## config.mk

```make
export PLATFORM = sky130hd
export DESIGN_NAME = mcu51_timer
export DESIGN_NICKNAME = d
export VERILOG_FILES = /design/src/rtl/mcu51_timer.sv
export SDC_FILE = /design/constraint.sdc
export NUM_CORES = 1
export LEC_CHECK = 0
export BUFFER_PORTS_ARGS = -buffer_cell sky130_fd_sc_hd__buf_2
export CAP_MARGIN = 20
export CORE_UTILIZATION = 35
export CTS_BUF_LIST = sky130_fd_sc_hd__clkbuf_4 sky130_fd_sc_hd__clkbuf_8 sky130_fd_sc_hd__clkbuf_16
export CTS_CLUSTER_DIAMETER = 30
export DETAILED_ROUTE_END_ITERATION = 8
export PLACE_DENSITY = 0.65
export SKIP_CTS_REPAIR_TIMING = 1
export SLEW_MARGIN = 15
export SYNTH_ARGS = -nofsm -noshare
export SYNTH_HDL_FRONTEND = slang
export SYNTH_SLANG_ARGS = --single-unit
export TNS_END_PERCENT = 5
```

## constraint.sdc

```tcl
create_clock -name CLK -period 2.1 [get_ports CLK]
set_input_delay 0.21 -clock CLK [delete_from_list [all_inputs] [get_ports CLK]]
set_output_delay 0.21 -clock CLK [all_outputs]
set_load 0.02 [all_outputs]
```

## src/rtl/mcu51_timer.sv

```systemverilog
// -----------------------------------------------------------------------------
// mcu51_timer
// Timer 0 / Timer 1 peripheral of the MCU51 core, sitting on the internal SFR
// bus. A free-running prescaler turns CLK into one tick per machine cycle.
// Each timer counts either ticks (timer) or falling edges seen on its pin at
// tick rate (counter). Modes 0, 1, 2 and 3 follow the classic 8051 TMOD
// encoding. TCON[7:4] holds the run and overflow flags. TCON[3:0] belongs to
// the interrupt block, so those bits read as zero here.
//
// Ports
//   CLK            system clock; all state changes on the rising edge
//   reset          synchronous, active-high reset
//   sfr_addr       SFR address used for both writes and reads
//   sfr_we         one-CLK write strobe
//   sfr_wdata      write data
//   sfr_rdata      combinational read of the addressed register (0 if unmapped)
//   sfr_hit        1 when sfr_addr selects one of the six timer registers
//   t0_in, t1_in   counter pins, already synchronous to CLK
//   int0_n, int1_n gate pins, already synchronous to CLK
//   tf0_ack/tf1_ack one-CLK vector acknowledge; clears the matching TF
//   irq_t0/irq_t1  level interrupt requests, equal to TF0 / TF1
// -----------------------------------------------------------------------------
module mcu51_timer #(
  parameter int         CLK_PER_MC = 12,
  parameter logic [7:0] ADDR_TCON  = 8'h88,
  parameter logic [7:0] ADDR_TMOD  = 8'h89,
  parameter logic [7:0] ADDR_TL0   = 8'h8A,
  parameter logic [7:0] ADDR_TL1   = 8'h8B,
  parameter logic [7:0] ADDR_TH0   = 8'h8C,
  parameter logic [7:0] ADDR_TH1   = 8'h8D
) (
  input  logic       CLK,
  input  logic       reset,
  input  logic [7:0] sfr_addr,
  input  logic       sfr_we,
  input  logic [7:0] sfr_wdata,
  output logic [7:0] sfr_rdata,
  output logic       sfr_hit,
  input  logic       t0_in,
  input  logic       t1_in,
  input  logic       int0_n,
  input  logic       int1_n,
  input  logic       tf0_ack,
  input  logic       tf1_ack,
  output logic       irq_t0,
  output logic       irq_t1
);

  localparam int            PW         = $clog2(CLK_PER_MC);
  localparam logic [PW-1:0] PRESC_LAST = PW'(CLK_PER_MC - 1);

  // One count step of a timer. Returns {overflow, th_next, tl_next}.
  // Mode 0 is a 13-bit counter made of TH and TL[4:0]; TL[7:5] rides along
  // untouched. Mode 2 reloads TL from TH on overflow. Mode 3 holds.
  function automatic logic [16:0] timer_step(input logic [1:0] mode,
                                             input logic [7:0] tl,
                                             input logic [7:0] th);
    logic [12:0] v13;
    logic [15:0] v16;
    logic [16:0] res;
    v13 = 13'd0;
    v16 = 16'd0;
    res = {1'b0, th, tl};
    case (mode)
      2'd0: begin
        v13 = {th, tl[4:0]} + 13'd1;
        res = {(v13 == 13'd0), v13[12:5], tl[7:5], v13[4:0]};
      end
      2'd1: begin
        v16 = {th, tl} + 16'd1;
        res = {(v16 == 16'd0), v16};
      end
      2'd2: begin
        if (tl == 8'hFF) begin
          res = {1'b1, th, th};
        end else begin
          res = {1'b0, th, tl + 8'd1};
        end
      end
      default: begin
        res = {1'b0, th, tl};
      end
    endcase
    return res;
  endfunction

  // Prescaler and tick
  logic [PW-1:0] presc_r;
  logic          tick_s;

  // Architectural registers; index 0 is Timer 0, index 1 is Timer 1
  logic [7:0]      tmod_r;
  logic [1:0]      tr_r;
  logic [1:0]      tf_r;
  logic [1:0]      samp_r;
  logic [1:0][7:0] tl_r;
  logic [1:0][7:0] th_r;

  // Next-state and decode signals
  logic [1:0][7:0]  tl_nxt_s;
  logic [1:0][7:0]  th_nxt_s;
  logic [1:0]       tr_nxt_s;
  logic [1:0]       tf_nxt_s;
  logic [1:0][16:0] step_s;
  logic [1:0]       run_s;
  logic [1:0]       cnt_ev_s;
  logic [1:0]       bump_s;
  logic [1:0]       ovf_s;
  logic [1:0]       wr_tl_s;
  logic [1:0]       wr_th_s;
  logic [1:0]       pin_s;
  logic [1:0]       gate_pin_s;
  logic [1:0]       ack_s;
  logic             wr_tcon_s;
  logic             wr_tmod_s;

  assign tick_s     = (presc_r == PRESC_LAST);
  assign pin_s      = {t1_in, t0_in};
  assign gate_pin_s = {int1_n, int0_n};
  assign ack_s      = {tf1_ack, tf0_ack};

  assign wr_tcon_s  = sfr_we & (sfr_addr == ADDR_TCON);
  assign wr_tmod_s  = sfr_we & (sfr_addr == ADDR_TMOD);
  assign wr_tl_s    = {sfr_we & (sfr_addr == ADDR_TL1), sfr_we & (sfr_addr == ADDR_TL0)};
  assign wr_th_s    = {sfr_we & (sfr_addr == ADDR_TH1), sfr_we & (sfr_addr == ADDR_TH0)};

  assign sfr_hit = (sfr_addr == ADDR_TCON) | (sfr_addr == ADDR_TMOD) |
                   (sfr_addr == ADDR_TL0)  | (sfr_addr == ADDR_TL1)  |
                   (sfr_addr == ADDR_TH0)  | (sfr_addr == ADDR_TH1);

  // The interrupt requests are the TF flip-flops themselves
  assign irq_t0 = tf_r[0];
  assign irq_t1 = tf_r[1];

  // Count events and next-state for both timers
  always_comb begin
    run_s    = 2'b00;
    cnt_ev_s = 2'b00;
    bump_s   = 2'b00;
    ovf_s    = 2'b00;
    step_s   = '{default: 17'd0};
    tl_nxt_s = tl_r;
    th_nxt_s = th_r;
    tr_nxt_s = tr_r;
    tf_nxt_s = tf_r;
    for (int i = 0; i < 2; i++) begin
      // TMOD nibble per timer: [3] GATE, [2] C/T, [1:0] mode
      run_s[i] = tr_r[i] & (~tmod_r[4*i+3] | gate_pin_s[i]);
      if (tmod_r[4*i+2]) begin
        // Counter: falling edge between the previous tick's sample and now
        cnt_ev_s[i] = tick_s & run_s[i] & samp_r[i] & ~pin_s[i];
      end else begin
        cnt_ev_s[i] = tick_s & run_s[i];
      end
      step_s[i] = timer_step(tmod_r[4*i +: 2], tl_r[i], th_r[i]);

      // A CPU write to either byte suppresses the whole count step, so the
      // untouched byte does not see a half-applied carry either.
      bump_s[i] = cnt_ev_s[i] & ~wr_tl_s[i] & ~wr_th_s[i];
      ovf_s[i]  = bump_s[i] & step_s[i][16];

      if (wr_tl_s[i]) begin
        tl_nxt_s[i] = sfr_wdata;
      end else if (bump_s[i]) begin
        tl_nxt_s[i] = step_s[i][7:0];
      end else begin
        tl_nxt_s[i] = tl_r[i];
      end

      if (wr_th_s[i]) begin
        th_nxt_s[i] = sfr_wdata;
      end else if (bump_s[i]) begin
        th_nxt_s[i] = step_s[i][15:8];
      end else begin
        th_nxt_s[i] = th_r[i];
      end

      // TR lives at TCON bit 4 (Timer 0) and bit 6 (Timer 1)
      if (wr_tcon_s) begin
        tr_nxt_s[i] = sfr_wdata[4+2*i];
      end else begin
        tr_nxt_s[i] = tr_r[i];
      end

      // Overflow beats both a software clear and an acknowledge, so an
      // event landing in the same CLK is never lost.
      if (ovf_s[i]) begin
        tf_nxt_s[i] = 1'b1;
      end else if (wr_tcon_s) begin
        tf_nxt_s[i] = sfr_wdata[5+2*i];
      end else if (ack_s[i]) begin
        tf_nxt_s[i] = 1'b0;
      end else begin
        tf_nxt_s[i] = tf_r[i];
      end
    end
  end

  // Combinational SFR read mux
  always_comb begin
    case (sfr_addr)
      ADDR_TCON: sfr_rdata = {tf_r[1], tr_r[1], tf_r[0], tr_r[0], 4'b0000};
      ADDR_TMOD: sfr_rdata = tmod_r;
      ADDR_TL0:  sfr_rdata = tl_r[0];
      ADDR_TL1:  sfr_rdata = tl_r[1];
      ADDR_TH0:  sfr_rdata = th_r[0];
      ADDR_TH1:  sfr_rdata = th_r[1];
      default:   sfr_rdata = 8'h00;
    endcase
  end

  // Prescaler, pin samples and all timer registers
  always_ff @(posedge CLK) begin
    if (reset) begin
      presc_r <= {PW{1'b0}};
      tmod_r  <= 8'h00;
      tr_r    <= 2'b00;
      tf_r    <= 2'b00;
      samp_r  <= 2'b00;
      tl_r    <= '{default: 8'h00};
      th_r    <= '{default: 8'h00};
    end else begin
      if (tick_s) begin
        presc_r <= {PW{1'b0}};
        samp_r  <= pin_s;
      end else begin
        presc_r <= presc_r + PW'(1);
        samp_r  <= samp_r;
      end
      if (wr_tmod_s) begin
        tmod_r <= sfr_wdata;
      end else begin
        tmod_r <= tmod_r;
      end
      tr_r <= tr_nxt_s;
      tf_r <= tf_nxt_s;
      tl_r <= tl_nxt_s;
      th_r <= th_nxt_s;
    end
  end

endmodule
```

Word-level counts from Yosys, hierarchy flattened
Index checks and enable logic that the tools add are counted.
- logic and storage cells: 117
- output and inout port bits: 11
- bits of input ports: 25
- flip-flop bits (word level): 50
- equality and inequality tests: 17
- mux-type cells: 21
- bitwise gates (word level): 35
- add/sub/neg operators: 7
- reductions and logical operators: 25
- operator list (cell ; count):
    $pmux W17 S3 ; 2
    $eq A8 B8 Y1 const B ; 8
    $mux W8 ; 8
    $pmux W8 S6 ; 1
    $mux W17 ; 2
    $add A16 B1 Y16 const B ; 2
    $logic_not A16 Y1 ; 2
    $add A13 B1 Y13 const B ; 2
    $logic_not A13 Y1 ; 2
    $and A1 B1 Y1 ; 20
    $reduce_bool A3 Y1 ; 6
    $add A8 B1 Y8 const B ; 2
    $reduce_and A3 Y1 ; 4
    $mux W1 ; 8
    $ne A2 B2 Y1 const B ; 4
    $not A1 Y1 ; 8
    $reduce_bool A2 Y1 ; 4
    $reduce_bool A4 Y1 ; 2
    $or A1 B1 Y1 ; 7
    $add A4 B1 Y4 const B ; 1
    $eq A2 B1 Y1 const B ; 2
    $eq A2 B2 Y1 const B ; 2
    $eq A4 B4 Y1 const B ; 1
    $logic_not A2 Y1 ; 2
    2 further kinds ; 3

Depth between registers and ports, before layout
Gate-level depths: netlist of run 1.
- word-level depth: 11
- depth in mapped cells: 9
- gate-level depth less buffers: 8

Worst setup path after synthesis of run 1
OpenSTA, ideal clock, no wires.
- path type: reg-to-reg
- start point: register tl_r[0] in the netlist's numbering
- end point: register tf_r[0]
- buffers on the path: 0
- library setup time: 71 ps
- required time: 2029 ps
- period minus slack after synthesis: 2178 ps
- stages on the path, launching flop included: 9
- arrival time: 2107 ps
- setup slack: -78 ps
- path through: dfxtp_1 -> ha_1 -> nand4_2 -> nor2_1 -> xnor2_1 -> nand4_1 -> or4_1 -> o21ai_1 -> o2bb2ai_1
- longest elaborated chain between the ends: 5
- elaborated cells between the ends (all ways): 10
- those cells by class: 2 x add/sub; 1 x eq/ne; 3 x mux; 1 x bitwise; 3 x reduce/logical
- RTL lines (element ; RTL line ; source):
    start, declared ; 96 ; logic [1:0][7:0] tl_r;
    start signal, assigned ; 237 ; tl_r <= tl_nxt_s;
    $add A16 B1 Y16, or another cell as far along ; 70 ; v16 = {th, tl} + 16'd1;
    $logic_not A16 Y1, or another cell as far along ; 71 ; res = {(v16 == 16'd0), v16};
    $pmux W17 S3 * ; 64 ; case (mode)
    $and A1 B1 Y1 * ; 160 ; ovf_s[i] = bump_s[i] & step_s[i][16];
    $reduce_bool A3 Y1 (no line) or $mux W1 (tied branches) ; - ;
    end signal, assigned ; 236 ; tf_r <= tf_nxt_s;
    end, declared ; 94 ; logic [1:0] tf_r;
Every way passes the cells marked *; elsewhere a longest branch is shown, timed or not. The select of a mux whose other input is x is not followed.
A chain may end at the register's enable or synchronous reset.

Worst setup path in the final report of run 1
- start point: register presc_r[0]
- end point: register th_r[6] in the netlist's numbering
- longest elaborated chain between the ends: 9
- RTL lines (element ; RTL line ; source):
    start, declared ; 88 ; logic [PW-1:0] presc_r;
    start signal, assigned ; 215 ; presc_r <= {PW{1'b0}};
    start signal, assigned ; 224 ; presc_r <= {PW{1'b0}};
    start signal, assigned ; 227 ; presc_r <= presc_r + PW'(1);
    $eq A4 B4 Y1 * ; 117 ; assign tick_s = (presc_r == PRESC_LAST);
    $and A1 B1 Y1 * ; 151, 153 ;
    $and A1 B1 Y1 (2 in series) ; 151 ; cnt_ev_s[i] = tick_s & run_s[i] & samp_r[i] & ~pin_s[i];
    $mux W1 * ; 149 ; if (tmod_r[4*i+2]) begin
    $and A1 B1 Y1 * (2 in series) ; 159 ; bump_s[i] = cnt_ev_s[i] & ~wr_tl_s[i] & ~wr_th_s[i];
    $reduce_bool A2 Y1 (no line) * ; - ;
    $reduce_and A3 Y1 (no line) * ; - ;
    end signal, assigned ; 238 ; th_r <= th_nxt_s;
    end, declared ; 97 ; logic [1:0][7:0] th_r;
Every way passes the cells marked *; elsewhere a longest branch is shown, timed or not.

==> results of run 1 <==
## cells in the final DEF, fill, tap and decap left out, types with 4 or more instances in the layout
cell type	count
xnor2_1	14
mux4_2	4
nand2_1	52
and3_1	17
nor2_1	68
ha_1	6
a21oi_1	53
nor2_4	4
nor2_2	5
o21ai_0	13
nor3b_1	5
mux2i_1	22
o22ai_1	8
nand3_1	26
nor3_1	13
a22o_1	4
inv_1	10
clkbuf_16	5
nor2b_1	8
a31oi_1	12
dfxtp_2	5
buf_4	85
or3_1	4
xor2_1	12
dfxtp_1	45
nand4_1	6
a211oi_1	8
a22oi_1	14
buf_2	35
a222oi_1	9
## worst register-to-register path, cell delays in order, from the launching register on
cell and delay [ns]:
dfxtp_2 0.35, ha_4 0.13, and3b_2 0.25, o2111ai_2 0.12, o21bai_4 0.19, or3_4 0.37, buf_8 0.15, nor2_4 0.22
a22oi_2 0.11, a21oi_1 0.15
## per-stage QoR
step,total power [mW],util,instances,TNS [ns],area [µm²]
floorplan,1.04,-,582,0,4370
global placement,1.11,0.429,818,0,5180
detailed placement,1.12,0.429,818,-0.378,5180
CTS,1.93,0.441,825,-0.369,5320
global route,1.98,0.451,827,-1.05,5440
finish,1.93,0.451,828,-0.0378,5440
## power by group through the flow
stage	registers [mW]	clock network [mW]	logic (mW)
floorplan	0.979	0	0.0647
global placement	0.979	0	0.135
detailed placement	0.980	0	0.139
CTS	0.958	0.832	0.140
global route	0.961	0.856	0.160
finish	0.960	0.818	0.149
## cell type report
cell class,count,area share
multi-input combinational,470,0.587
sequential,50,0.185
timing repair buffer,122,0.156
tap,168,0.0386
clock buffer,7,0.0258
inverter,10,0.00690
antenna,1,0.000460
## logic make-up after synthesis
group,count (synthesis),share of synthesized area
buf+inv,62,0.0609
simple gates,242,0.288
fa+ha+maj,9,0.0258
xor+xnor,26,0.0523
flops,50,0.230
compound gates,167,0.272
mux,26,0.0712
## layer usage
layer  wire length, µm  part of all wire  track usage  up-vias
met5                 0                 0            0        -
met4               437             0.029       0.0939        0
met2              6730              0.45        0.362      209
met1              6860              0.46        0.319     2360
met3              1050             0.069       0.0324       40
li1                  -                 -            -     2309
## flip-flops by register name (all words and copies together), names as in the netlist
name and count:
th_r 16, tl_r 16, tmod_r 8, presc_r 4, samp_r 2, tf_r 2, tr_r 2
## worst max path at each step
stage / slack (ns) / cells past startpoint / to
CTS: -0.07 / 7 / tl_r[13]
floorplan: 0.003 / 8 / tf_r[0]
global placement: 0.01 / 8 / tf_r[1]
detailed placement: -0.06 / 9 / tl_r[8]
global route: -0.13 / 8 / tf_r[1]
finish: -0.02 / 9 / th_r[6]
==> flow_metrics.env, run 1 <==
export IMPL_layout_nets=693
export IMPL_yosysTopAreaCell="dfxtp_1"
export IMPL_start_util=0.361
export IMPL_drc=0
export IMPL_netSwitchingFraction=0.235
export IMPL_synth_most_common_cell="nor2_1"
export IMPL_viasPerCell=5.94
export IMPL_nFillCells=1189
export IMPL_clock_latency_ns=0.29
export IMPL_dr_pass1_iters=5
export IMPL_grt_pass1_vias=4568
export IMPL_ys_types=75
export IMPL_p_leak_nw=2.06
export IMPL_synthTopCellsByArea="dfxtp_1 23%, a21oi_1 6.2%, nor2_1 6.2%"
export IMPL_worstSetupEndpointType="register"
export IMPL_regToRegSetupSlack_ns=-0.02
export IMPL_hold_end="samp_r[1]"
export IMPL_hp_class="in2reg"
export IMPL_drv_slew=0
export IMPL_fp_row_count=40
export IMPL_synth_common_cells="72 x nor2_1, 54 x a21oi_1, 52 x nand2_1, 50 x dfxtp_1, 28 x nand3_1"
export IMPL_dieWidth_um=114
export IMPL_synthesis_nets=616
export IMPL_grtUsageTotal=0.231
export IMPL_max_freq_ghz=0.471
export IMPL_pre_cts_ws_ns=-0.0641
export IMPL_outcome="finished with violations"
export IMPL_relSlewSlack=0.655
export IMPL_fin_crit_sh=1.01
export IMPL_pin_count=36
export IMPL_cts_buffer_depth=2
export IMPL_cp_top_family="simple AND/OR/NAND/NOR gates"
export IMPL_slowest_delay_ns=0.37
export IMPL_synth_seq_cells=50
export IMPL_ir_drop_v=0.000257
export IMPL_finalSetupViolations=4
export IMPL_ys_flop_type="dfxtp_1"
export IMPL_grt_pass1_wl_um=23600
export IMPL_num_vias=4918
export IMPL_multi_input_comb_area_mm2=0.00320
export IMPL_finClkSkew_ns=0.00528
export IMPL_switchingPower_mw=0.454
export IMPL_wire_per_inst_um=18.2
export IMPL_cts_clk_slew_worst_paths_ns=0.07
export IMPL_async_flop_share=0
export IMPL_core_area_mm2=0.0121
export IMPL_synth_area_mm2=0.00436
export IMPL_period_minus_slack_ns=2.12
export IMPL_combPwrFrac=0.077
export IMPL_max_cap_violations=0
export IMPL_hp_start="t1_in"
export IMPL_tritoncts="yes"
export IMPL_reg2reg_from="presc_r[0]"
export IMPL_crit_start="presc_r[0]"
export IMPL_rr_worst_depth=9
export IMPL_worst_slew_pin_slew_ns=0.517
export IMPL_synth_edff_count=0
export IMPL_internal_power_mw=1.47
export IMPL_path_buf_inv=1
export IMPL_yosysSeqAreaShare=0.230
export IMPL_yosysWarnings=0
export IMPL_grt_max_degree=22
export IMPL_hold_depth=3
export IMPL_syn_avg_cell_area_um2=7.49
export IMPL_start_kind="register"
export IMPL_pwr_share_seq=0.498
export IMPL_gp_congestion=0.910
export IMPL_rsz0062_at_grt="true"
export IMPL_drive_gt1_frac=0.276
export IMPL_die_h_um=114
export IMPL_pwr_share_clk=0.424
export IMPL_grt_overflow=0
export IMPL_cp_slowest_cell="or3_4"
export IMPL_seqCellArea_mm2=0.00101
export IMPL_violations="setup timing"
export IMPL_die_area_mm2=0.0129
export IMPL_crit_type="reg2reg"
export IMPL_worstPathArrival_ns=2.34
export IMPL_cts_sinks=50
export IMPL_crit_required_ns=2.31
export IMPL_setup_ws_ns=-0.0227
export IMPL_area_delta_synth_final_pct=24.9
export IMPL_cts_htree_levels=2
export IMPL_netlist_area_leader_share=0.230
export IMPL_p_per_area_mw_per_mm2=354
export IMPL_r2r_end="th_r[6]"
export IMPL_path_cells="ha_4 > and3b_2 > o2111ai_2 > o21bai_4 > or3_4 > buf_8 > nor2_4 > a22oi_2 > a21oi_1"
export IMPL_drt_initial_drc_count=569
export IMPL_dp_hpwl_um=11500
export IMPL_hold_worst_slack_ns=0.169
export IMPL_crit_path_max_fanout=7
export IMPL_cts_buffers=5
export IMPL_hold_viol=0
export IMPL_antenna_found_initial=0
export IMPL_port_buffers=35
export IMPL_routed_wl_um=15100
export IMPL_syn_inst=582
export IMPL_root_buffer="clkbuf_16"
export IMPL_postRouteAntennaNets=0
Note: power is estimated with default switching activity, not from simulation.
==> run 2: changes to the inputs <==
- MAX_ROUTING_LAYER: unset -> met4
==> run 2 against run 1 <==
Compared with the run above:
- the run still ends with setup timing left
- first-iteration DRC count grew 7.0%
- utilization rose by 0.67 points
- wire length up 0.40%
- setup slack worse by 0.062 ns
- critical path type unchanged
- largest power group unchanged
==> flow_metrics.env, run 2 (synthesis gave the netlist of run 1 again) <==
export IMPL_die_h_um=114
export IMPL_period_minus_slack_ns=2.18
export IMPL_outcome="finished with violations"
export IMPL_rsz0062_at_grt="true"
export IMPL_fin_crit_sh=1.04
export IMPL_cts_sinks=50
export IMPL_drt_initial_drc_count=609
export IMPL_placed_cell_area_mm2=0.00520
export IMPL_grt_pass1_vias=4413
export IMPL_path_cells="ha_2 > and3b_2 > o2111ai_4 > buf_4 > nor3b_2 > and3_1 > nor2_1 > a2111oi_2 > a31o_2"
export IMPL_hp_class="in2reg"
export IMPL_internal_power_mw=1.48
export IMPL_ir_drop_v=0.000399
export IMPL_p_per_area_mw_per_mm2=354
export IMPL_viasPerCell=5.89
export IMPL_combPwrFrac=0.075
export IMPL_area_delta_synth_final_pct=26.7
export IMPL_finClkSkew_ns=0.00806
export IMPL_violations="setup timing"
export IMPL_root_buffer="clkbuf_16"
export IMPL_relSlewSlack=0.711
export IMPL_n_antenna_cell=0
export IMPL_core_area_mm2=0.0121
export IMPL_dp_hpwl_um=11600
export IMPL_p_leak_nw=2.08
export IMPL_crit_path_max_fanout=3
export IMPL_worst_slew_pin_slew_ns=0.433
export IMPL_worstPathArrival_ns=2.43
export IMPL_cp_top_family="simple AND/OR/NAND/NOR gates"
export IMPL_layout_nets=696
export IMPL_max_freq_ghz=0.458
export IMPL_hold_viol=0
export IMPL_finalSetupViolations=7
export IMPL_tritoncts="yes"
export IMPL_drc=0
export IMPL_max_cap_violations=0
export IMPL_grt_pass1_wl_um=23400
export IMPL_gp_congestion=0.955
export IMPL_largestRegisters="th_r x16, tl_r x16, tmod_r x8"
export IMPL_drv_slew=0
export IMPL_seqCellArea_mm2=0.00101
export IMPL_dieWidth_um=114
export IMPL_wire_per_inst_um=18.2
export IMPL_start_util=0.361
export IMPL_pin_count=36
export IMPL_fin_area_mm2=0.00552
export IMPL_setup_ws_ns=-0.0843
export IMPL_fp_row_count=40
export IMPL_grt_max_degree=26
export IMPL_final_cell_mix="87 x buf_4, 69 x nor2_1, 53 x a21oi_1, 52 x nand2_1, 43 x dfxtp_1"
export IMPL_hold_worst_slack_ns=0.177
export IMPL_final_common_cell="buf_4"
export IMPL_pwr_share_seq=0.491
export IMPL_crit_required_ns=2.34
export IMPL_grtUsageTotal=0.236
export IMPL_worstSetupEndpointType="register"
export IMPL_antenna_found_initial=0
export IMPL_pwr_share_clk=0.434
export IMPL_multi_input_comb_area_mm2=0.00323
export IMPL_grt_overflow=0
export IMPL_clock_latency_ns=0.29
export IMPL_path_buf_inv=1
export IMPL_cts_htree_levels=2
export IMPL_routed_wl_um=15100
export IMPL_start_kind="register"
export IMPL_cts_buffers=5
export IMPL_postRouteAntennaNets=0
export IMPL_num_vias=4898
export IMPL_total_power_mw=1.95
export IMPL_netSwitchingFraction=0.242
export IMPL_dr_pass1_iters=5
export IMPL_drive_gt1_frac=0.291
export IMPL_port_buffers=35
export IMPL_nFillCells=1191
export IMPL_cp_slowest_cell="a2111oi_2"
export IMPL_slowest_delay_ns=0.39
export IMPL_cts_clk_slew_worst_paths_ns=0.07
export IMPL_die_area_mm2=0.0129
export IMPL_switchingPower_mw=0.472
export IMPL_crit_type="reg2reg"
export IMPL_cts_buffer_depth=2
run 2: worst min-delay path, delay by kind of cell:
| kind | cells | cell delay, ns |
|---|---|---|
| buf+inv | 1 | 0.11 |
| simple gates | 1 | 0.05 |
| compound gates | 1 | 0.05 |
run 2: through the flow:
stage,setup WS [ns],instances,util,setup TNS (ns)
after global placement,-0.00254,819,0.431,-0.00254
after floorplan,0.00305,582,-,0
after global routing,-0.191,831,0.458,-1.41
after CTS,-0.0920,827,0.443,-0.610
final,-0.0843,831,0.458,-0.197
after detailed placement,-0.0736,819,0.431,-0.615
run 2: cell type report:
type / instances / share of cell area
Clock buffer: 6 / 0.0251
Clock inverter: 2 / 0.00227
Inverter: 10 / 0.00680
Multi-Input combinational cell: 470 / 0.586
Sequential cell: 50 / 0.183
Tap cell: 168 / 0.0381
Timing Repair Buffer: 125 / 0.159
run 2: final timing paths:
| path | start | endpoint | slack (ns) | cells past startpoint |
|---|---|---|---|---|
| min | t1_in | samp_r[1] | 0.18 | 3 |
| max reg2reg | presc_r[0] | tl_r[14] | -0.08 | 9 |
| max | presc_r[0] | tl_r[14] | -0.08 | 9 |
| min reg2reg | samp_r[1] | samp_r[1] | 0.46 | 2 |
run 2: per-layer routing:
layer  track usage  vias up  part of all wire
met5             -        -                 0
met4        0.0667        0             0.016
met3        0.0292       19             0.077
met2         0.359      225              0.46
met1         0.328     2335              0.45
li1              -     2319                 -
run 2: power by group through the flow:
stage	Combinational [mW]	Clock (mW)	Sequential, mW
finish	0.146	0.849	0.959
global route	0.154	0.896	0.959
CTS	0.140	0.857	0.958
detailed placement	0.139	0	0.980
global placement	0.135	0	0.979
floorplan	0.0647	0	0.979
==> run 3: changes to the inputs <==
- ABC_AREA: unset -> 1
==> run 3 against run 2 <==
Compared with the run above:
- the run ends with DRC left
- critical path type unchanged
- utilization decreased by 3.4 points
- largest power group unchanged
- sequential cell count unchanged
- non-clock buffer count decreased by 66
- largest cell class unchanged
- area after synthesis decreased by 2.2%
- critical endpoint is now tf_r[0]
- hold slack got worse by 0.016 ns
- critical path depth increased by 4
==> flow_metrics.env, run 3 <==
export IMPL_die_h_um=112
export IMPL_synthTopCellsByArea="dfxtp_1 23%, nand2_1 15%, inv_1 6.8%"
export IMPL_final_common_cell="nand2_1"
export IMPL_finClkSkew_ns=0.00469
export IMPL_async_flop_share=0
export IMPL_crit_type="reg2reg"
export IMPL_tritoncts="yes"
export IMPL_final_cell_mix="175 x nand2_1, 77 x inv_1, 65 x nor2_1, 52 x a21oi_1, 51 x nand3_1"
export IMPL_total_power_mw=1.97
export IMPL_core_area_mm2=0.0117
export IMPL_die_area_mm2=0.0126
export IMPL_period_minus_slack_ns=1.96
export IMPL_syn_inst=704
export IMPL_finalSetupViolations=0
export IMPL_cts_sinks=50
export IMPL_pwr_share_seq=0.486
export IMPL_ir_drop_v=0.000340
export IMPL_synth_seq_cells=50
export IMPL_hold_depth=3
export IMPL_fin_crit_sh=0.934
export IMPL_grt_pass1_vias=4685
export IMPL_synth_area_mux_share=0
export IMPL_hold_viol=0
export IMPL_synth_edff_count=0
export IMPL_switchingPower_mw=0.523
export IMPL_dp_hpwl_um=11800
export IMPL_outcome="finished with violations"
export IMPL_routed_wl_um=15000
export IMPL_slowest_delay_ns=0.42
export IMPL_cts_buffer_depth=2
export IMPL_synth_area_mm2=0.00426
export IMPL_antenna_found_initial=0
export IMPL_dr_pass1_iters=9
export IMPL_area_delta_synth_final_pct=15.9
export IMPL_ys_flop_type="dfxtp_1"
export IMPL_grt_pass1_wl_um=24400
export IMPL_grt_overflow=0
export IMPL_synthesis_nets=738
export IMPL_hold_worst_slack_ns=0.161
export IMPL_max_cap_violations=0
export IMPL_crit_path_max_fanout=6
export IMPL_max_freq_ghz=0.510
export IMPL_yosysTopAreaCell="dfxtp_1"
export IMPL_drive_gt1_frac=0.172
export IMPL_start_util=0.365
export IMPL_pwr_share_clk=0.454
export IMPL_rr_worst_depth=13
export IMPL_rsz0062_at_grt="true"
export IMPL_wire_per_inst_um=16.7
export IMPL_synth_adder_area_share=0.0264
export IMPL_p_leak_nw=2.09
export IMPL_internal_power_mw=1.45
export IMPL_crit_top_cell="nand2_1"
export IMPL_synth_top_family_by_area="simple AND/OR/NAND/NOR gates"
export IMPL_nFillCells=1241
export IMPL_netlist_area_leader_share=0.235
export IMPL_cts_htree_levels=2
export IMPL_viasPerCell=5.62
export IMPL_ys_types=40
export IMPL_largestRegisters="th_r x16, tl_r x16, tmod_r x8"
export IMPL_root_buffer="clkbuf_16"
export IMPL_drv_slew=0
export IMPL_yosys_area_share_xor_xnor=0.0288
export IMPL_drc=1
export IMPL_worstSetupEndpointType="register"
export IMPL_dieWidth_um=112
export IMPL_worstPathArrival_ns=2.19
export IMPL_gp_congestion=1.00
export IMPL_num_vias=5061
export IMPL_pin_count=36
export IMPL_grtUsageTotal=0.252
export IMPL_cts_buffers=5
export IMPL_yosysSeqAreaShare=0.235
export IMPL_combPwrFrac=0.060
export IMPL_grt_max_degree=24
export IMPL_layout_nets=791
export IMPL_synth_most_common_cell="nand2_1"
export IMPL_path_cells="ha_2 > nand3_4 > inv_1 > nand2_1 > inv_2 > nand3_1 > nand2_1 > nand2_1 > nor2_1 > nand4_1 > nand3_1 > nand2_1 > a21oi_1"
export IMPL_hp_class="in2reg"
export IMPL_clock_latency_ns=0.30
export IMPL_start_kind="register"
export IMPL_netSwitchingFraction=0.265
export IMPL_port_buffers=35
export IMPL_fp_row_count=39
export IMPL_yosysWarnings=0
export IMPL_synth_simple_area_share=0.378
export IMPL_p_per_area_mw_per_mm2=399
export IMPL_worst_slew_pin_slew_ns=0.430
export IMPL_crit_required_ns=2.33
export IMPL_n_antenna_cell=0
export IMPL_syn_avg_cell_area_um2=6.05
export IMPL_postRouteAntennaNets=0
export IMPL_violations="DRC"
export IMPL_relSlewSlack=0.713
export IMPL_synth_common_cells="175 x nand2_1, 77 x inv_1, 70 x nor2_1, 52 x a21oi_1, 51 x nand3_1"
export IMPL_cts_clk_slew_worst_paths_ns=0.08
export IMPL_drt_initial_drc_count=594
export IMPL_cp_slowest_cell="dfxtp_1"
export IMPL_synth_compound_area_frac=0.231
==> run 3: cell types whose count changed after synthesis, sizes merged, moves of 17 or more <==
cell | before | now
and3 | 17 | 0
buf | 25 | 5
clkbuf | 27 | 8
inv | 10 | 95
mux2i | 22 | 0
nand2 | 52 | 182
nand3 | 28 | 58
o21ai | 16 | 56
==> run 3: cells by family after synthesis <==
logic type,Yosys count
xor gates and xnor gates,14
buffers and inverters,109
DFF,50
AOI/OAI and AO/OA,169
and+or+nand+nor,353
adders and majority gates,9
==> run 3: per-stage QoR <==
stage                     instances  area (µm²)   util  worst slack, ns  setup TNS (ns)
final                           901        4940  0.424            0.139               0
after global placement          893        4740  0.407           0.0961               0
after global routing            901        4940  0.424          -0.0161         -0.0391
after detailed placement        893        4740  0.407           0.0964               0
after CTS                       901        4890  0.420           0.0854               0
after floorplan                 704        4260      -            0.359               0
==> run 3: worst max-delay path: cells and delay by family, from the launching register on <==
| family | cells | cell delay, ns |
|---|---|---|
| flops | 1 | 0.42 |
| fa+ha+maj | 1 | 0.25 |
| simple gates | 9 | 0.87 |
| buf+inv | 2 | 0.21 |
| compound gates | 1 | 0.13 |
==> run 3: worst paths after layout <==
check                               start        end  slack, ns
worst max-delay path              tl_r[0]    tf_r[0]       0.14
worst max register to register    tl_r[0]    tf_r[0]       0.14
worst min register to register  samp_r[1]  samp_r[1]       0.45
worst min-delay path                t0_in  samp_r[0]       0.16
==> run 3: layout make-up <==
type | instances | area (µm²) | share of cell area
Clock buffer | 5 | 125 | 0.0253
Inverter | 96 | 363 | 0.0735
Sequential cell | 50 | 1000 | 0.203
Clock inverter | 3 | 28.8 | 0.00583
Tap cell | 143 | 179 | 0.0362
Timing Repair Buffer | 59 | 368 | 0.0745
Multi-Input combinational cell | 545 | 2870 | 0.582
==> run 3: per-layer routing <==
| layer | track usage | up-vias | wire length, µm |
|---|---|---|---|
| met5 | - | - | 0 |
| met4 | 0.0756 | 0 | 344 |
| met3 | 0.0405 | 25 | 1520 |
| met2 | 0.373 | 296 | 6420 |
| met1 | 0.352 | 2263 | 6750 |
| li1 | - | 2477 | - |
==> run 3: power by group through the flow <==
stage                     clock network, mW  registers, mW  logic, mW
after global placement                    0          0.980      0.118
after global routing                  0.946          0.959      0.129
after detailed placement                  0          0.980      0.116
final                                 0.895          0.958      0.119
after CTS                             0.916          0.958      0.117
after floorplan                           0          0.979     0.0504
